[src/rtl/tbu_pkg.sv]
// Shared types, defaults and trellis helpers for the parametrised traceback unit.
// TBU_PARAM_REVERSE_EN adds the DRAIN state used by the forward-order output LIFO.
package tbu_pkg;

  localparam int unsigned DefK      = 4;
  localparam int unsigned DefDepth  = 64;
  localparam int unsigned DefTbLen  = 16;
  localparam int unsigned DefDecLen = 16;
  // Widest state register the helper functions are written for.
  localparam int unsigned MaxSw     = 16;

`ifdef TBU_PARAM_REVERSE_EN
  typedef enum logic [1:0] {StIdle, StTrain, StDecode, StDrain} tbu_state_e;
`else
  typedef enum logic [1:0] {StIdle, StTrain, StDecode} tbu_state_e;
`endif

  function automatic int unsigned nstates(input int unsigned k);
    return 1 << (k - 1);
  endfunction

  // Predecessor state: shift the decision bit in at the LSB; caller truncates to its width.
  function automatic logic [MaxSw-1:0] prev_state(input logic [MaxSw-1:0] state,
                                                  input logic             dec);
    return {state[MaxSw-2:0], dec};
  endfunction

endpackage

[src/rtl/tbu_lifo.sv]
// Single-bit LIFO used to reverse traceback output into forward-time order.
// Push and pop are never asserted together; flush clears all entries.
module tbu_lifo import tbu_pkg::*; #(
  parameter int unsigned DEPTH = DefDecLen
) (
  input  logic clk,
  input  logic rst,
  input  logic push,
  input  logic pop,
  input  logic flush,
  input  logic din,
  output logic dout
);

  // Entry 0 is the top of stack; push shifts up, pop shifts down.
  logic [DEPTH-1:0] mem_q, mem_d;

  always_comb begin
    mem_d = mem_q;
    if (flush) begin
      mem_d = '0;
    end else if (push) begin
      mem_d[0] = din;
      for (int unsigned i = 1; i < DEPTH; i++) mem_d[i] = mem_q[i-1];
    end else if (pop) begin
      mem_d[DEPTH-1] = 1'b0;
      for (int unsigned i = 0; i + 1 < DEPTH; i++) mem_d[i] = mem_q[i+1];
    end
  end

  always_ff @(posedge clk or negedge rst) begin
    if (!rst) mem_q <= '0;
    else      mem_q <= mem_d;
  end

  assign dout = mem_q[0];

endmodule

[src/rtl/tbu_param.sv]
// Parametrised Viterbi traceback: trains over TB_LEN columns, then decodes DEC_LEN bits.
// Define TBU_PARAM_REVERSE_EN to emit the decoded bits in forward-time order via a LIFO.
module tbu_param import tbu_pkg::*; #(
  parameter int unsigned K       = DefK,
  parameter int unsigned DEPTH   = DefDepth,
  parameter int unsigned TB_LEN  = DefTbLen,
  parameter int unsigned DEC_LEN = DefDecLen
) (
  input  logic                     clk,
  input  logic                     rst,
  input  logic                     enable,
  input  logic                     start,
  input  logic [K-2:0]             start_state,
  input  logic [$clog2(DEPTH)-1:0] start_col,
  output logic                     rd_en,
  output logic [$clog2(DEPTH)-1:0] rd_addr,
  input  logic [nstates(K)-1:0]    rd_data,
  output logic                     busy,
  output logic                     d_o,
  output logic                     d_o_valid,
  output logic                     done
);

  localparam int unsigned SW    = K - 1;
  localparam int unsigned AW    = $clog2(DEPTH);
  localparam int unsigned Total = TB_LEN + DEC_LEN;
  localparam int unsigned CW    = $clog2(Total + 1);

  tbu_state_e    state_q, state_d;
  logic [SW-1:0] cur_state_q, cur_state_d;
  logic [AW-1:0] col_q, col_d;
  logic [CW-1:0] rd_cnt_q, rd_cnt_d;
  logic [CW-1:0] cons_cnt_q, cons_cnt_d;
  logic          rd_pend_q, rd_pend_d;
  logic          d_o_q, d_o_d;
  logic          valid_q, valid_d;
  logic          done_q, done_d;
  logic          consume, dec, out_bit;

`ifdef TBU_PARAM_REVERSE_EN
  logic push, pop, flush, lifo_top;

  tbu_lifo #(
    .DEPTH (DEC_LEN)
  ) u_lifo (
    .clk   (clk),
    .rst   (rst),
    .push  (push),
    .pop   (pop),
    .flush (flush),
    .din   (out_bit),
    .dout  (lifo_top)
  );
`endif

  assign busy    = (state_q != StIdle);
  assign rd_en   = enable && (state_q == StTrain || state_q == StDecode) &&
                   (rd_cnt_q < CW'(Total));
  assign rd_addr = rd_en ? col_q : '0;
  // Decision word returns one cycle after its read; enable low drops it.
  assign consume = enable && rd_pend_q;
  assign dec     = rd_data[cur_state_q];
  assign out_bit = cur_state_q[SW-1];

  always_comb begin
    state_d     = state_q;
    cur_state_d = cur_state_q;
    col_d       = col_q;
    rd_cnt_d    = rd_cnt_q;
    cons_cnt_d  = cons_cnt_q;
    rd_pend_d   = rd_en;
    d_o_d       = d_o_q;
    valid_d     = 1'b0;
    done_d      = 1'b0;
`ifdef TBU_PARAM_REVERSE_EN
    push        = 1'b0;
    pop         = 1'b0;
    flush       = 1'b0;
`endif

    unique case (state_q)
      StIdle: begin
        if (start && enable) begin
          state_d     = StTrain;
          cur_state_d = start_state;
          col_d       = start_col;
          rd_cnt_d    = '0;
          cons_cnt_d  = '0;
        end
      end

      StTrain, StDecode: begin
        if (rd_en) begin
          col_d    = col_q - 1'b1;
          rd_cnt_d = rd_cnt_q + 1'b1;
        end
        if (consume) begin
          cur_state_d = SW'(prev_state(MaxSw'(cur_state_q), dec));
          cons_cnt_d  = cons_cnt_q + 1'b1;
          if (state_q == StTrain) begin
            if (cons_cnt_q == CW'(TB_LEN - 1)) state_d = StDecode;
          end else begin
`ifdef TBU_PARAM_REVERSE_EN
            push = 1'b1;
            if (cons_cnt_q == CW'(Total - 1)) begin
              state_d    = StDrain;
              cons_cnt_d = '0;
            end
`else
            d_o_d   = out_bit;
            valid_d = 1'b1;
            if (cons_cnt_q == CW'(Total - 1)) begin
              state_d = StIdle;
              done_d  = 1'b1;
            end
`endif
          end
        end
      end

`ifdef TBU_PARAM_REVERSE_EN
      StDrain: begin
        pop        = 1'b1;
        d_o_d      = lifo_top;
        valid_d    = 1'b1;
        cons_cnt_d = cons_cnt_q + 1'b1;
        if (cons_cnt_q == CW'(DEC_LEN - 1)) begin
          state_d = StIdle;
          done_d  = 1'b1;
        end
      end
`endif

      default: state_d = StIdle;
    endcase

    // Abort overrides everything: partial block is dropped silently.
    if (!enable && state_q != StIdle) begin
      state_d   = StIdle;
      rd_pend_d = 1'b0;
      d_o_d     = d_o_q;
      valid_d   = 1'b0;
      done_d    = 1'b0;
`ifdef TBU_PARAM_REVERSE_EN
      push      = 1'b0;
      pop       = 1'b0;
      flush     = 1'b1;
`endif
    end
  end

  always_ff @(posedge clk or negedge rst) begin
    if (!rst) begin
      state_q     <= StIdle;
      cur_state_q <= '0;
      col_q       <= '0;
      rd_cnt_q    <= '0;
      cons_cnt_q  <= '0;
      rd_pend_q   <= 1'b0;
      d_o_q       <= 1'b0;
      valid_q     <= 1'b0;
      done_q      <= 1'b0;
    end else begin
      state_q     <= state_d;
      cur_state_q <= cur_state_d;
      col_q       <= col_d;
      rd_cnt_q    <= rd_cnt_d;
      cons_cnt_q  <= cons_cnt_d;
      rd_pend_q   <= rd_pend_d;
      d_o_q       <= d_o_d;
      valid_q     <= valid_d;
      done_q      <= done_d;
    end
  end

  assign d_o       = d_o_q;
  assign d_o_valid = valid_q;
  assign done      = done_q;

endmodule
[config.mk]
export PLATFORM = sky130hd
export DESIGN_NAME = tbu_param
export DESIGN_NICKNAME = d
export VERILOG_FILES = /design/src/rtl/tbu_pkg.sv /design/src/rtl/tbu_lifo.sv /design/src/rtl/tbu_param.sv
export SDC_FILE = /design/constraint.sdc
export NUM_CORES = 1
export LEC_CHECK = 0
export BUFFER_PORTS_ARGS = -buffer_cell sky130_fd_sc_hd__buf_2
export CORE_MARGIN = 1
export CORE_UTILIZATION = 34
export CTS_CLUSTER_SIZE = 14
export DETAILED_ROUTE_END_ITERATION = 16
export PLACE_DENSITY = 0.61
export SLEW_MARGIN = 20
export SYNTH_ARGS = -nofsm -noshare
export SYNTH_HDL_FRONTEND = slang
export SYNTH_SLANG_ARGS = --single-unit
[constraint.sdc]
create_clock -name clk -period 1.81 [get_ports clk]
set_input_delay 0.181 -clock clk [delete_from_list [all_inputs] [get_ports clk]]
set_output_delay 0.181 -clock clk [all_outputs]
set_load 0.005 [all_outputs]
# After elaboration in Yosys (flattened, before gate mapping)
# Cells that the tools add are included.
[totals] inputBits=21 word_cells=73 ff_bits=27 out_inout_bits=11
[classes] bitwise=2 n_lt_le_gt_ge=2 n_mux=31 n_eq_ne=11 addsub=3 n_reduce_logical=15
[op_table] operator="$mux 6" count=6
[op_table] operator="$pmux 6 s2" count=3
[op_table] operator="$add 6x1->6 const B" count=2
[op_table] operator="$mux 2" count=6
[op_table] operator="$mux 1" count=11
[op_table] operator="$ne 4x4->1 const B" count=2
[op_table] operator="$reduce_and 4->1" count=2
[op_table] operator="$eq 6x4->1 const B" count=1
[op_table] operator="$eq 6x5->1 const B" count=1
[op_table] operator="$lt 6x6->1 const B" count=1
[op_table] operator="$mux 3" count=2
[op_table] operator="$ne 2x2->1 const B" count=3
[op_table] operator="$ne 3x3->1 const B" count=2
[op_table] operator="$pmux 3 s2" count=1
[op_table] operator="$reduce_and 3->1" count=2
[op_table] operator="$sub 6x1->6 const B" count=1
[op_table] operator="$logic_and 1x1->1" count=5
[op_table] operator="$lt 3x4->1 const B" count=1
[op_table] operator="$pmux 2 s2" count=1
[op_table] operator="$reduce_bool 2->1" count=2
[op_table] operator="$bmux 1 s3" count=1
[op_table] operator="$eq 2x1->1 const B" count=1
[op_table] operator="$eq 2x2->1 const B" count=1
[op_table] operator="$logic_not 2->1" count=1
[op_table] operator="other kinds (4)" count=5

# Depth between registers and ports, before layout
# Gate-level depths: netlist of run 1.
[logic_depth] ltp_word=6 mapped_depth=8

# Worst setup path before layout of run 1
# No wires, ideal clock.
[synth_path] kind="flip-flop to flip-flop" from="register cons_cnt_q[0]" to="register state_q[0]" period_less_slack_ns=1.855 path_stages_with_launch=6 required_time_ns=1.685 path_buffers=0 arrival_time_ns=1.731 path_slack_ns=-0.045 path_cell_list="dfrtp_1 ha_1 nand3_1 or4_1 a22oi_1 mux2_2"
[synth_between] elab_chain_cells=3 elab_cells_between_ends=5 cone_classes="eq/ne: 4; reduce/logical: 1"
[synth_lines] element="start, declared" line="tbu_param.sv:33" text="logic [CW-1:0] cons_cnt_q, cons_cnt_d;"
[synth_lines] element="start signal, assigned" line="tbu_param.sv:168" text="cons_cnt_q <= cons_cnt_d;"
[synth_lines] element="$eq 6x4->1 or $eq 6x5->1 (tied branches)" line="tbu_param.sv:101, tbu_param.sv:112"
[synth_lines] element="$ne 4x4->1 (no line)"
[synth_lines] element="$reduce_and 4->1 (no line) *"
[synth_lines] element="end signal, assigned" line="tbu_param.sv:154" text="state_q <= StIdle;"
[synth_lines] element="end signal, assigned" line="tbu_param.sv:164" text="state_q <= state_d;"
[synth_lines] element="end, declared" line="tbu_param.sv:29" text="tbu_state_e state_q, state_d;"
# Every way passes the cells marked *; elsewhere a longest branch is shown, timed or not.
# A chain may end at the register's enable or synchronous reset.

# Worst setup path after layout of run 1
[layout_path] from="register state_q[0]" to="register state_q[0]"
[layout_between] elab_chain_cells=5 elab_cells_between_ends=15 cone_classes="eq/ne: 6; mux: 4; reduce/logical: 5"
[layout_lines] element="$eq 2x1->1" line="tbu_param.sv:81, tbu_param.sv:100"
[layout_lines] element="$mux 2" line="tbu_param.sv:100" text="if (state_q == StTrain) begin"
[layout_lines] element="$mux 2" line="tbu_param.sv:97" text="if (consume) begin"
[layout_lines] element="$pmux 2 s2" line="tbu_param.sv:81" text="unique case (state_q)"
[layout_lines] element="$mux 2" line="tbu_param.sv:138" text="if (!enable && state_q != StIdle) begin"
# Several ways; a longest one is shown, not always the timed one. The select of a mux whose other input is x is not followed.

==> results.sh, run 1 <==
export IMPL_synth_simple_area_share=0.248
export IMPL_synth_adder_area_share=0.0468
export IMPL_max_clock_freq_mhz=537
export IMPL_first_pass_iters=4
export IMPL_vias=1474
export IMPL_core_um2=4440
export IMPL_fill_cells=433
export IMPL_endpoint_kind="flop"
export IMPL_routabilityCongestion=0.781
export IMPL_initial_utilization=0.361
export IMPL_cp_max_fo=2
export IMPL_drc=0
export IMPL_postSynthAreaPerCell_um2=9.11
export IMPL_powerDensity_nw_per_um2=1580
export IMPL_detail_route_wl_per_cell_um=13.3
export IMPL_synth_area_mux_share=0.0671
export IMPL_antenna_diode_count=0
export IMPL_arrival_ns=2.03
export IMPL_seqPwrFrac=0.289
export IMPL_p_switching_mw=1.31
export IMPL_leakagePower_nw=1.02
export IMPL_tns_ns=-0.0512
export IMPL_regToRegSetupSlack_ns=-0.05
export IMPL_synth_yosys_seq_area_share=0.422
export IMPL_seqCellArea_um2=676
export IMPL_path_class="reg2reg"
export IMPL_hold_violations=0
export IMPL_status="finished, violations left"
export IMPL_worst_slew_pin_slew_ns=0.629
export IMPL_cts_buffer_depth=2
export IMPL_worstSetupStartpointType="flop"
export IMPL_yosysWarnings=0
export IMPL_grt_overflow=0
export IMPL_viasPerCell=5.23
export IMPL_synth_top_family_by_area="simple AND/OR/NAND/NOR gates"
export IMPL_ys_ff_latch=27
export IMPL_drv_cap=0
export IMPL_placed_area_um2=1960
export IMPL_comb_power_share=0.604
export IMPL_swShare=0.397
export IMPL_peakVddDrop_v=0.000573
export IMPL_multiInputGateArea_um2=902
export IMPL_drive_gt1_frac=0.339
export IMPL_fin_total_pwr_mw=3.31
export IMPL_place_inst=273
export IMPL_fin_skew_ns=0.00108
export IMPL_wirelength_um=3740
export IMPL_synth_fp_nets=203
export IMPL_grt_setup_unrepaired="yes"
export IMPL_fin_crit_ns=1.86
export IMPL_worst_slack_ns=-0.0512
export IMPL_period_share=1.03
export IMPL_num_nets_final=258
export IMPL_syn_to_final_growth_pct=30.8
export IMPL_portBuffers=31
export IMPL_antenna_found_initial=0
export IMPL_drt_iter0_drc=58
export IMPL_syn_inst=176
export IMPL_worstPathRequired_ns=1.98
export IMPL_cts_tree="done"
export IMPL_violations="negative setup slack"
export IMPL_p_int_mw=2.00
export IMPL_final_setup_viol_count=1
export IMPL_synth_compound_area_frac=0.158
export IMPL_die_area_um2=4990
export IMPL_hold_class="in2reg"
export IMPL_grt_max_degree=28
export IMPL_async_reset_ff_frac=1.00
export IMPL_relSlewSlack=0.581
export IMPL_final_max_slew_viol_count=0
export IMPL_clkTransAtPathRegs_ns=0.09
export IMPL_clk_latency_ns=0.28
export IMPL_final_cells=282
export IMPL_cts_buffers=3
export IMPL_grt_pass1_wl_um=6590
export IMPL_syn_area_um2=1600
export IMPL_grt_pass1_vias=1426
export IMPL_root_buffer="clkbuf_8"
export IMPL_clock_sinks=27
export IMPL_core_rowCount=24
export IMPL_synth_edf_count=0
export IMPL_ios=32
export IMPL_h_tree_depth=1
export IMPL_grt_usage=0.164
export IMPL_fin_area_um2=2100
export IMPL_ys_types=43
export IMPL_ys_flop_type="dfrtp_1"
export IMPL_die_y_um=70.7
export IMPL_die_w_um=70.7
export IMPL_synth_xor_area_share=0.0164
export IMPL_dpl_hpwl_um=2710
export IMPL_ant_nets=0
export IMPL_pwr_share_clk=0.107
[synthesized netlist by cell type, drive strengths merged (4+ instances only)]
cell     n  share of area
nand2b   4          0.016
and3     9          0.036
o21ai   13          0.041
inv      9          0.021
dfrtp   27           0.42
a21oi    8          0.025
nand2   22          0.052
nand3   10          0.031
a22o     4          0.022
mux2i    4          0.025
ha       6          0.047
mux2     4          0.028
nor2     7          0.016
or3      5          0.023
clkbuf   6          0.014
o22ai    4          0.016
[through the flow]
stage / hold slack (ns) / worst slack [ns] / utilization
6_report: 0.102 / -0.0512 / 0.472
3_3_place_gp: 0.243 / 0.00851 / 0.441
2_1_floorplan: -0.115 / -0.0136 / -
3_5_place_dp: 0.244 / -0.00904 / 0.441
5_1_grt: 0.103 / -0.0965 / 0.472
4_1_cts: 0.104 / -0.0666 / 0.467
[layer usage]
metal	global-route usage	part of all wire	wire (µm)	vias up
li1	-	-	-	738
met1	0.222	0.49	1810	714
met2	0.265	0.47	1760	16
met3	0.0356	0.028	104	6
met4	0.0467	0.015	55	0
met5	0	0	0	-
[registers in the layout, summed over array words and instances (netlist names)]
name and cells:
state_q 2, d_o_valid 1, col_q 6, cons_cnt_q 6, cur_state_q 3, rd_cnt_q 6
done 1, d_o 1, rd_pend_q 1
[power groups by stage]
stage               registers [mW]  logic (mW)  clock network, mW
floorplan                    0.961        1.16                  0
detailed placement           0.970        1.80                  0
CTS                          0.958        1.92              0.365
global route                 0.990        2.24              0.389
global placement             0.968        1.77                  0
finish                       0.958        2.00              0.353
[cells by family after synthesis]
family,Yosys count
xor gates and xnor gates,3
and+or+nand+nor,74
adders and majority gates,6
buffers and inverters,17
muxes,9
DFF,27
AOI/OAI and AO/OA,40
[what timing repair did]
action / in CTS / in global routing
setup buffers: 4 / 1
hold buffers: 1 / 0
resized for setup: 8 / 4
endpoints found under the setup margin: 11 / 13
pin swaps: 1 / 1
endpoints found under the hold margin: 27 / 0
[final timing paths]
path	start	to	cells after the start
worst max-delay path	state_q[0]$_DFFE_PN0P_	state_q[0]$_DFFE_PN0P_	6
worst min-delay path	start_col[5]	col_q[5]$_DFFE_PN0P_	2
worst max register to register	state_q[0]$_DFFE_PN0P_	state_q[0]$_DFFE_PN0P_	6
worst min register to register	cons_cnt_q[5]$_DFFE_PN0P_	done$_DFF_PN0_	1
max in group asynchronous	rst	cur_state_q[0]$_DFFE_PN0P_	2
min in group asynchronous	rst	rd_cnt_q[3]$_DFFE_PN0P_	2
[final cells by class]
cell class	count	area share
Clock buffer	4	0.0215
Multi-Input combinational cell	132	0.430
Inverter	9	0.0161
Sequential cell	27	0.322
Tap cell	52	0.0310
Timing Repair Buffer	58	0.179
[critical path, stage by stage (launching register included)]
cell and delay, ns:
dfrtp_1 0.40, buf_4 0.16, ha_4 0.16, xnor2_1 0.11
or4_4 0.43, a22oi_2 0.18, mux2_4 0.32
[layout by cell type (no fill, tap or decap), types with 7 or more instances in the layout]
cell type  netlist  layout
nand3_1         10      10
nor2_1           7       7
and3_1           8       8
buf_2            2      31
a21oi_1          8       8
nand2_1         22      22
buf_4            0      23
dfrtp_1         27      27
o21ai_0         13      13
inv_1            9       7
(Power assumes the default switching activity.)
==> inputs of run 2 (changes only) <==
- ABC_AREA: default -> 1
- PLACE_DENSITY: 0.61 -> 0.6
- SYNTH_HIERARCHICAL: default -> 1
==> run 2 against run 1 <==
  * The run now ends clean
  * Flip-flop and latch count unchanged
  * Via count grew 5.9%
  * Setup slack gained 0.19 ns
  * Sequential power shrank 3.4%
  * Cell count grew 17%
  * Sequential share of layout area grew 1.9 points
  * Synthesized cell count up 35%
  * Routed wire length fell by 8.0%
==> results.sh, run 2 <==
export IMPL_status="finished, final reports clean"
export IMPL_yosysTopAreaCellShare=0.409
export IMPL_routabilityCongestion=0.718
export IMPL_peakVddDrop_v=0.000865
export IMPL_die_w_um=71.7
export IMPL_path_class="reg2out"
export IMPL_ys_ff_latch=27
export IMPL_min_to="col_q[3]$_DFFE_PN0P_"
export IMPL_worstPathRequired_ns=1.63
export IMPL_postSynthAreaPerCell_um2=6.94
export IMPL_root_buffer="clkbuf_8"
export IMPL_yosysWarnings=6
export IMPL_synth_edf_count=0
export IMPL_grt_pass1_vias=1394
export IMPL_endpoint_kind="output pin"
export IMPL_period_share=0.922
export IMPL_timing_rr_start="state_q[1]$_DFFE_PN0P_"
export IMPL_wirelength_um=3440
export IMPL_top_regs="col_q: 6 flops, cons_cnt_q: 6 flops, rd_cnt_q: 6 flops"
export IMPL_drive_gt1_frac=0.181
export IMPL_num_nets_final=304
export IMPL_mostFrequentLayoutCell="nand2_1"
export IMPL_detail_route_wl_per_cell_um=10.4
export IMPL_max_clock_freq_mhz=599
export IMPL_synth_most_common_cell="nand2_1"
export IMPL_ant_nets=0
export IMPL_final_setup_viol_count=0
export IMPL_dpl_worst_slack_ns=0.00221
export IMPL_async_reset_ff_frac=1.00
export IMPL_cts_buffer_depth=2
export IMPL_leakagePower_nw=1.06
export IMPL_cts_tree="done"
export IMPL_tns_ns=0
export IMPL_multiInputGateArea_um2=830
export IMPL_arrival_ns=1.49
export IMPL_worst_slew_pin_slew_ns=0.606
export IMPL_relSlewSlack=0.596
export IMPL_yosys_top_cells_area="dfrtp_1 (41%), nand2_1 (15%), inv_1 (8.4%)"
export IMPL_antenna_found_initial=0
export IMPL_final_max_slew_viol_count=0
export IMPL_r2r_cells=7
export IMPL_synth_yosys_seq_area_share=0.409
export IMPL_dpl_hpwl_um=2560
export IMPL_synth_top_area_cell="dfrtp_1"
export IMPL_first_pass_iters=4
export IMPL_rr_endpoint="d_o$_DFFE_PN0P_"
export IMPL_holdWs_ns=0.182
export IMPL_initial_utilization=0.352
export IMPL_whs_path_depth=3
export IMPL_min_from="start_col[3]"
export IMPL_cp_max_fo=7
export IMPL_ys_flop_type="dfrtp_1"
export IMPL_fill_cells=491
export IMPL_fin_total_pwr_mw=3.07
export IMPL_clk_latency_ns=0.27
export IMPL_drt_iter0_drc=53
export IMPL_grt_max_degree=28
export IMPL_final_cell_mix="nand2_1 (66), inv_1 (36), buf_2 (31)"
export IMPL_die_area_um2=5140
export IMPL_grt_setup_unrepaired="no"
export IMPL_viasPerCell=4.73
export IMPL_worst_slack_ns=0.141
export IMPL_synth_commonest_cells="nand2_1 (66), inv_1 (37), dfrtp_1 (27), nand3_1 (27), nor2_1 (23)"
export IMPL_core_rowCount=25
export IMPL_synth_fp_nets=265
export IMPL_syn_inst=238
export IMPL_drc=0
export IMPL_grt_overflow=0
export IMPL_cts_buffers=3
export IMPL_regToRegSetupSlack_ns=0.23
export IMPL_ys_types=23
export IMPL_drv_cap=0
export IMPL_grt_pass1_wl_um=6020
export IMPL_portBuffers=31
export IMPL_seqCellArea_um2=676
export IMPL_clock_sinks=27
export IMPL_grt_usage=0.146
export IMPL_die_y_um=71.7
export IMPL_hold_violations=0
export IMPL_syn_area_um2=1650
export IMPL_worstSetupStartpointType="flop"
export IMPL_core_um2=4690
export IMPL_hold_class="in2reg"
export IMPL_powerDensity_nw_per_um2=1550
export IMPL_fin_crit_ns=1.67
export IMPL_vias=1561
export IMPL_antenna_diode_count=0
export IMPL_h_tree_depth=1
export IMPL_clkTransAtPathRegs_ns=0.09
export IMPL_ios=32
export IMPL_syn_to_final_growth_pct=19.7
export IMPL_fin_skew_ns=0.00146
-- run 2: cell count changes after synthesis, moves of 6 or more --
cell     delta
nand2_1    +44
inv_1      +28
nand3_1    +17
nor2_1     +16
o21ai_0     +9
and3_1      -8
a21oi_1     -6
o21ai_1     +6
-- run 2: cell type report --
cell class	count	area share
tap	54	0.0342
timing repair buffer	39	0.110
inverter	38	0.0721
sequential	27	0.342
multi-input combinational	168	0.419
clock buffer	4	0.0228
-- run 2: per-stage QoR --
step | cell area, µm² | utilization | cells
5_1_grt | 1980 | 0.422 | 330
3_5_place_dp | 1890 | 0.403 | 324
6_report | 1980 | 0.422 | 330
3_3_place_gp | 1890 | 0.403 | 324
4_1_cts | 1950 | 0.417 | 329
2_1_floorplan | 1650 | - | 238
-- run 2: worst max-delay path by stage --
stage / from / end / slack, ns
2_1_floorplan: state_q[0]$_DFFE_PN0P_ / rd_cnt_q[3]$_DFFE_PN0P_ / 0.25
3_3_place_gp: state_q[0]$_DFFE_PN0P_ / col_q[4]$_DFFE_PN0P_ / 0.11
3_5_place_dp: state_q[0]$_DFFE_PN0P_ / col_q[4]$_DFFE_PN0P_ / 0.002
4_1_cts: state_q[0]$_DFFE_PN0P_ / rd_addr[0] / 0.04
5_1_grt: state_q[1]$_DFFE_PN0P_ / rd_addr[3] / 0.01
6_report: state_q[1]$_DFFE_PN0P_ / rd_addr[0] / 0.14
-- run 2: cells by family (layout without fill, tap and decap cells) --
family | count (synthesis) | in the layout | share of synthesized area
adders and majority gates | 6 | 6 | 0.0454
xor gates and xnor gates | 1 | 1 | 0.00530
buffers and inverters | 43 | 81 | 0.104
AOI/OAI and AO/OA | 32 | 32 | 0.101
DFF | 27 | 27 | 0.409
and+or+nand+nor | 129 | 129 | 0.335
-- run 2: repair_timing --
| item | 4_1_cts | 5_1_grt |
|---|---|---|
| hold buffers | 1 | 0 |
| cloned | 0 | 0 |
| endpoints found under the hold margin | 27 | 0 |
| resized for setup | 1 | 4 |
| endpoints found under the setup margin | 2 | 18 |
| buffers inserted | 0 | 1 |
-- run 2: report_power, final --
group / total, mW / switching [mW] / internal (mW)
registers: 0.925 / 0.130 / 0.795
clock network: 0.342 / 0.184 / 0.158
logic: 1.81 / 1.11 / 0.692
total: 3.07 / 1.43 / 1.64
-- run 2: routing by layer --
metal | global-route usage | wire length [µm] | vias to the layer above
li1 | - | - | 831
met1 | 0.184 | 1680 | 700
met2 | 0.263 | 1640 | 28
met3 | 0.0323 | 104 | 2
met4 | 0.0196 | 17 | 0
met5 | 0 | 0 | -
-- run 2: worst max-delay path, cell delays in order, from the launching register on --
cell and delay (ns):
dfrtp_1 0.38, inv_2 0.07, ha_4 0.29, nand3_2 0.11
buf_4 0.18, nor2_1 0.08, buf_2 0.11
